==> src/rtl/fetch_ctrl.sv <==
// Instruction fetch controller: loader port in IDLE, sequential fetch into the IF/ID register in RUN.
// Define FETCH_CTRL_PERF_EN to build the fetch/stall performance counters.
module fetch_ctrl #(
    parameter logic [31:0] BOOT_PC     = 32'h00000000,
    parameter logic [5:0]  HALT_OPCODE = 6'h3F
) (
    input  logic        clk,
    input  logic        rst,
    input  logic        start,
    input  logic        load_valid,
    input  logic [8:0]  load_addr,
    input  logic [31:0] load_data,
    output logic        load_ready,
    input  logic        stall,
    input  logic        branch_taken,
    input  logic [31:0] branch_target,
    output logic [31:0] imem_addr,
    output logic        imem_we,
    output logic [31:0] imem_wdata,
    input  logic [31:0] imem_rdata,
    output logic [31:0] if_id_inst,
    output logic [31:0] if_id_pc4,
    output logic        if_id_valid,
    output logic [1:0]  state,
    output logic        fault,
    output logic [31:0] fetch_count,
    output logic [31:0] stall_count
);

    typedef enum logic [1:0] {
        IDLE = 2'b00,
        RUN  = 2'b01,
        HALT = 2'b10,
        BAD  = 2'b11
    } state_t;

    state_t      state_r;
    logic [31:0] pc_r;
    logic [31:0] pc4_s;
    logic        in_range_s;
    logic        is_halt_s;

    assign pc4_s      = pc_r + 32'd4;
    // Only the 512-word instruction memory is fetchable.
    assign in_range_s = (pc_r[31:11] == 21'd0);
    assign is_halt_s  = (imem_rdata[31:26] == HALT_OPCODE);
    assign state      = state_r;

    // Memory port mux: loader owns the memory in IDLE, the PC drives it otherwise.
    always_comb begin
        load_ready = 1'b0;
        imem_we    = 1'b0;
        imem_addr  = {2'b00, pc_r[31:2]};
        imem_wdata = load_data;
        if (rst) begin
            load_ready = 1'b0;
            imem_we    = 1'b0;
        end else if (state_r == IDLE) begin
            load_ready = 1'b1;
            imem_we    = load_valid;
            imem_addr  = {23'd0, load_addr};
        end else begin
            load_ready = 1'b0;
            imem_we    = 1'b0;
        end
    end

    // Control FSM, program counter and IF/ID register.
    always_ff @(posedge clk) begin
        if (rst) begin
            state_r     <= IDLE;
            pc_r        <= BOOT_PC;
            if_id_inst  <= 32'd0;
            if_id_pc4   <= 32'd0;
            if_id_valid <= 1'b0;
            fault       <= 1'b0;
        end else begin
            case (state_r)
                IDLE: begin
                    if_id_valid <= 1'b0;
                    if (start && !load_valid) begin
                        state_r <= RUN;
                        pc_r    <= BOOT_PC;
                    end
                end
                RUN: begin
                    if (branch_taken) begin
                        pc_r        <= branch_target;
                        if_id_valid <= 1'b0;
                    end else if (!in_range_s) begin
                        fault       <= 1'b1;
                        if_id_valid <= 1'b0;
                        state_r     <= HALT;
                    end else if (!stall) begin
                        if_id_inst  <= imem_rdata;
                        if_id_pc4   <= pc4_s;
                        if_id_valid <= 1'b1;
                        // A halt instruction is delivered, but the PC stays on it.
                        if (is_halt_s) begin
                            state_r <= HALT;
                        end else begin
                            pc_r <= pc4_s;
                        end
                    end
                end
                HALT: begin
                    if_id_valid <= 1'b0;
                    if (start) begin
                        state_r <= IDLE;
                    end
                end
                default: begin
                    if_id_valid <= 1'b0;
                    state_r     <= IDLE;
                end
            endcase
        end
    end

`ifdef FETCH_CTRL_PERF_EN
    logic [31:0] fetch_count_r;
    logic [31:0] stall_count_r;
    logic        fetch_s;
    logic        stall_cnt_s;

    assign fetch_s     = (state_r == RUN) && !branch_taken && in_range_s && !stall;
    assign stall_cnt_s = (state_r == RUN) && !branch_taken && stall;

    // Free-running performance counters, wrapping at 2^32.
    always_ff @(posedge clk) begin
        if (rst) begin
            fetch_count_r <= 32'd0;
            stall_count_r <= 32'd0;
        end else begin
            if (fetch_s) begin
                fetch_count_r <= fetch_count_r + 32'd1;
            end
            if (stall_cnt_s) begin
                stall_count_r <= stall_count_r + 32'd1;
            end
        end
    end

    assign fetch_count = fetch_count_r;
    assign stall_count = stall_count_r;
`else
    assign fetch_count = 32'h0;
    assign stall_count = 32'h0;
`endif

endmodule

==> config.mk <==
export PLATFORM = sky130hd
export DESIGN_NAME = fetch_ctrl
export DESIGN_NICKNAME = d
export VERILOG_FILES = /design/src/rtl/fetch_ctrl.sv
export SDC_FILE = /design/constraint.sdc
export NUM_CORES = 1
export LEC_CHECK = 0
export ABC_AREA = 1
export BUFFER_PORTS_ARGS = -buffer_cell sky130_fd_sc_hd__buf_4
export CAP_MARGIN = 20
export CORE_AREA = 2 2 118 120
export CTS_CLUSTER_DIAMETER = 30
export CTS_CLUSTER_SIZE = 10
export DETAILED_ROUTE_END_ITERATION = 8
export DIE_AREA = 0 0 120 122
export GPL_ROUTABILITY_DRIVEN = 0
export PLACE_DENSITY = 0.74
export RECOVER_POWER = 100
export SLEW_MARGIN = 0
export SYNTH_ARGS = -nofsm -noshare
export SYNTH_HDL_FRONTEND = slang
export SYNTH_SLANG_ARGS = --single-unit
==> constraint.sdc <==
create_clock -name clk -period 2.5 [get_ports clk]
set_input_delay 0.375 -clock clk [delete_from_list [all_inputs] [get_ports clk]]
set_output_delay 0.375 -clock clk [all_outputs]
set_load 0.005 [all_outputs]
==> impl_metrics.json <==
{
  "rsz0062_at_grt": "false",
  "skew_ps": 10.6,
  "crit_start": "state[1]",
  "clock-root-buffer": "clkbuf_16",
  "fin_setup_tns_ps": 0,
  "most-common-layout-cells": "140 x nor2_1, 126 x nand2_1, 100 x dfxtp_1",
  "grt_overflow": 0,
  "max_freq_mhz": 446,
  "cts_sinks": 100,
  "use_met3": 0.0585,
  "grt_max_degree": 58,
  "rows": 43,
  "cp-start-kind": "flip-flop",
  "yosysWarnings": 0,
  "clkLatencyLatePin_ps": 350,
  "vias": 4978,
  "syn_inst": 774,
  "yosysSeqAreaShare": 0.380,
  "cts.path.max_buffers": 2,
  "slowest_delay_ps": 360,
  "netlist_area_um2": 5270,
  "power.density_nw_per_um2": 599,
  "p_leak_nw": 3.11,
  "crit_type": "flip-flop to primary output",
  "status": "finished, final reports clean",
  "r2r-start": "state[0]",
  "clk_pin_slew_worst_paths_ps": 70,
  "synth-seq-cells": 100,
  "die_h_um": 122,
  "worstPathMaxFanout": 29,
  "busiest_layer": "met2",
  "num_antenna_cells": 0,
  "relSlewSlack": 0.219,
  "cap_violations": 0,
  "routed_wl_mm": 14.1,
  "hold_violations": 0,
  "drt_pass1_iterations": 5,
  "wl_per_cell_um": 13.0,
  "grt_pass1_vias": 4565,
  "ant_nets": 0,
  "initial_utilization": 0.390,
  "post-cts-setup-buffers": 0,
  "reg2reg_slack_ps": 460,
  "ff2ff_path_depth": 9,
  "num_io_pins": 309,
  "crit_top_cell": "nor2_1",
  "worst_setup_path_end_kind": "primary output",
  "fin_crit_ps": 2240,
  "nNetsFinal": 1014,
  "remaining_drc_errors": 0,
  "placed_cells": 1071,
  "met2_usage": 0.308,
  "cts_tree": "done",
  "hpwl_mm": 10.5,
  "postSynthAreaPerCell_um2": 6.81,
  "cts_hold_buffers": 0,
  "timing.critical_path.slowest_stage_cell": "dfxtp_1",
  "tightest_slew_ps": 1170,
  "drt_iter0_drc": 265,
  "portBuffers": 178,
  "crit_path_end": "imem_addr[28]",
  "fin_crit_sh": 0.896,
  "worstPathArrival_ps": 1870,
  "cts_resized": 0,
  "vdd_drop_max_mv": 0.291,
  "dieArea_um2": 14600,
  "reg2reg_to": "pc_r[14]",
  "drive_above_1_share": 0.216,
  "layout-area-overhead-vs-synth_pct": 22.8,
  "instances_no_fill": 1087,
  "finalSetupViolations": 0,
  "via_per_inst": 4.58,
  "use_met1": 0.232,
  "die_w_um": 120,
  "grt_pass1_wl_mm": 22.3,
  "core_area_um2": 13500,
  "htree_levels": 3,
  "hp-class": "input port to flip-flop",
  "path_cells": "nor2_1, inv_1, nor2_2, buf_4, clkbuf_2, nor2_1, clkbuf_4",
  "final_common_cell": "nor2_1",
  "synth_cell_types": 27,
  "grt.total_usage": 0.190,
  "holdPathStages": 3,
  "grt_antenna_before_repair": 0,
  "maxSlewViolCount": 0,
  "numCtsBuffers": 9,
  "cp.required_ps": 2120
}
==> logic make-up (layout without fill, tap and decap cells) <==
group / Yosys count / in the layout / share of synthesized area
DFF: 100 / 100 / 0.380
xor gates and xnor gates: 7 / 7 / 0.0116
and+or+nand+nor: 343 / 343 / 0.271
other: 1 / 66 / 0.000712
adders and majority gates: 1 / 1 / 0.00237
AOI/OAI and AO/OA: 119 / 119 / 0.114
buffers and inverters: 203 / 271 / 0.220
==> metal layers <==
layer | up-vias | part of all wire
met5 | - | 0
met4 | 0 | 0.031
met3 | 40 | 0.091
met2 | 195 | 0.47
met1 | 2223 | 0.41
li1 | 2520 | -
==> worst min path at each step <==
stage / from / endpoint / slack, ps
global route: imem_rdata[6] / if_id_inst[6] / 250
finish: imem_rdata[15] / if_id_inst[15] / 240
detailed placement: fault / fault / 450
CTS: imem_rdata[9] / if_id_inst[9] / 240
global placement: if_id_pc4[27] / if_id_pc4[27] / 440
floorplan: pc_r[0] / pc_r[0] / 440
==> stage by stage <==
stage           util  hold slack [ps]  worst slack, ps  total power [W]  area (um^2)
2_1_floorplan      -              440              801          0.00221         5510
3_3_place_gp   0.462              443              550          0.00240         6230
3_5_place_dp   0.462              445              489          0.00240         6230
4_1_cts        0.486              236              285          0.00395         6570
5_1_grt        0.479              251             88.1          0.00406         6470
6_report       0.479              244              259          0.00388         6470
==> flip-flops by register name, indices dropped and copies added, names as in the netlist <==
register,count
fault,1
if_id_inst,32
if_id_pc4,32
if_id_valid,1
pc_r,32
state,2
==> layout make-up <==
cell class / instances / area [um^2]
Clock inverter: 7 / 108
Tap cell: 180 / 225
Multi-Input combinational cell: 536 / 2330
Clock buffer: 9 / 225
Fill cell: 1418 / 7030
Inverter: 70 / 263
Sequential cell: 100 / 2000
Timing Repair Buffer: 185 / 1320
==> power breakdown <==
part	leakage [nW]	internal [W]	total [W]	switching (W)
Combinational	2.14	0.000260	0.000613	0.000354
Sequential	0.810	0.00166	0.00173	0.0000604
Clock	0.160	0.000895	0.00154	0.000645
Total	3.11	0.00282	0.00388	0.00106
==> synthesized netlist by cell type, drive strengths merged <==
| cell type | instances | area share |
|---|---|---|
| a211oi | 1 | 0.0014 |
| a21oi | 41 | 0.039 |
| a22oi | 2 | 0.0028 |
| buf | 109 | 0.15 |
| clkbuf | 24 | 0.018 |
| clkinv | 1 | 0.00071 |
| conb | 1 | 0.00071 |
| dfxtp | 100 | 0.38 |
| ha | 1 | 0.0024 |
| inv | 69 | 0.049 |
| nand2 | 127 | 0.091 |
| nand3 | 59 | 0.057 |
| nand4 | 2 | 0.0024 |
| nor2 | 142 | 0.10 |
| nor3 | 3 | 0.0050 |
| o21ai | 75 | 0.071 |
| or2 | 10 | 0.012 |
| xor2 | 7 | 0.012 |
==> critical path, delay by kind of cell (launching register included) <==
kind | cells | cell delay (ps)
and+or+nand+nor | 3 | 350
buffers and inverters | 4 | 790
DFF | 1 | 360
No activity file was read; power rests on OpenSTA's default activity.
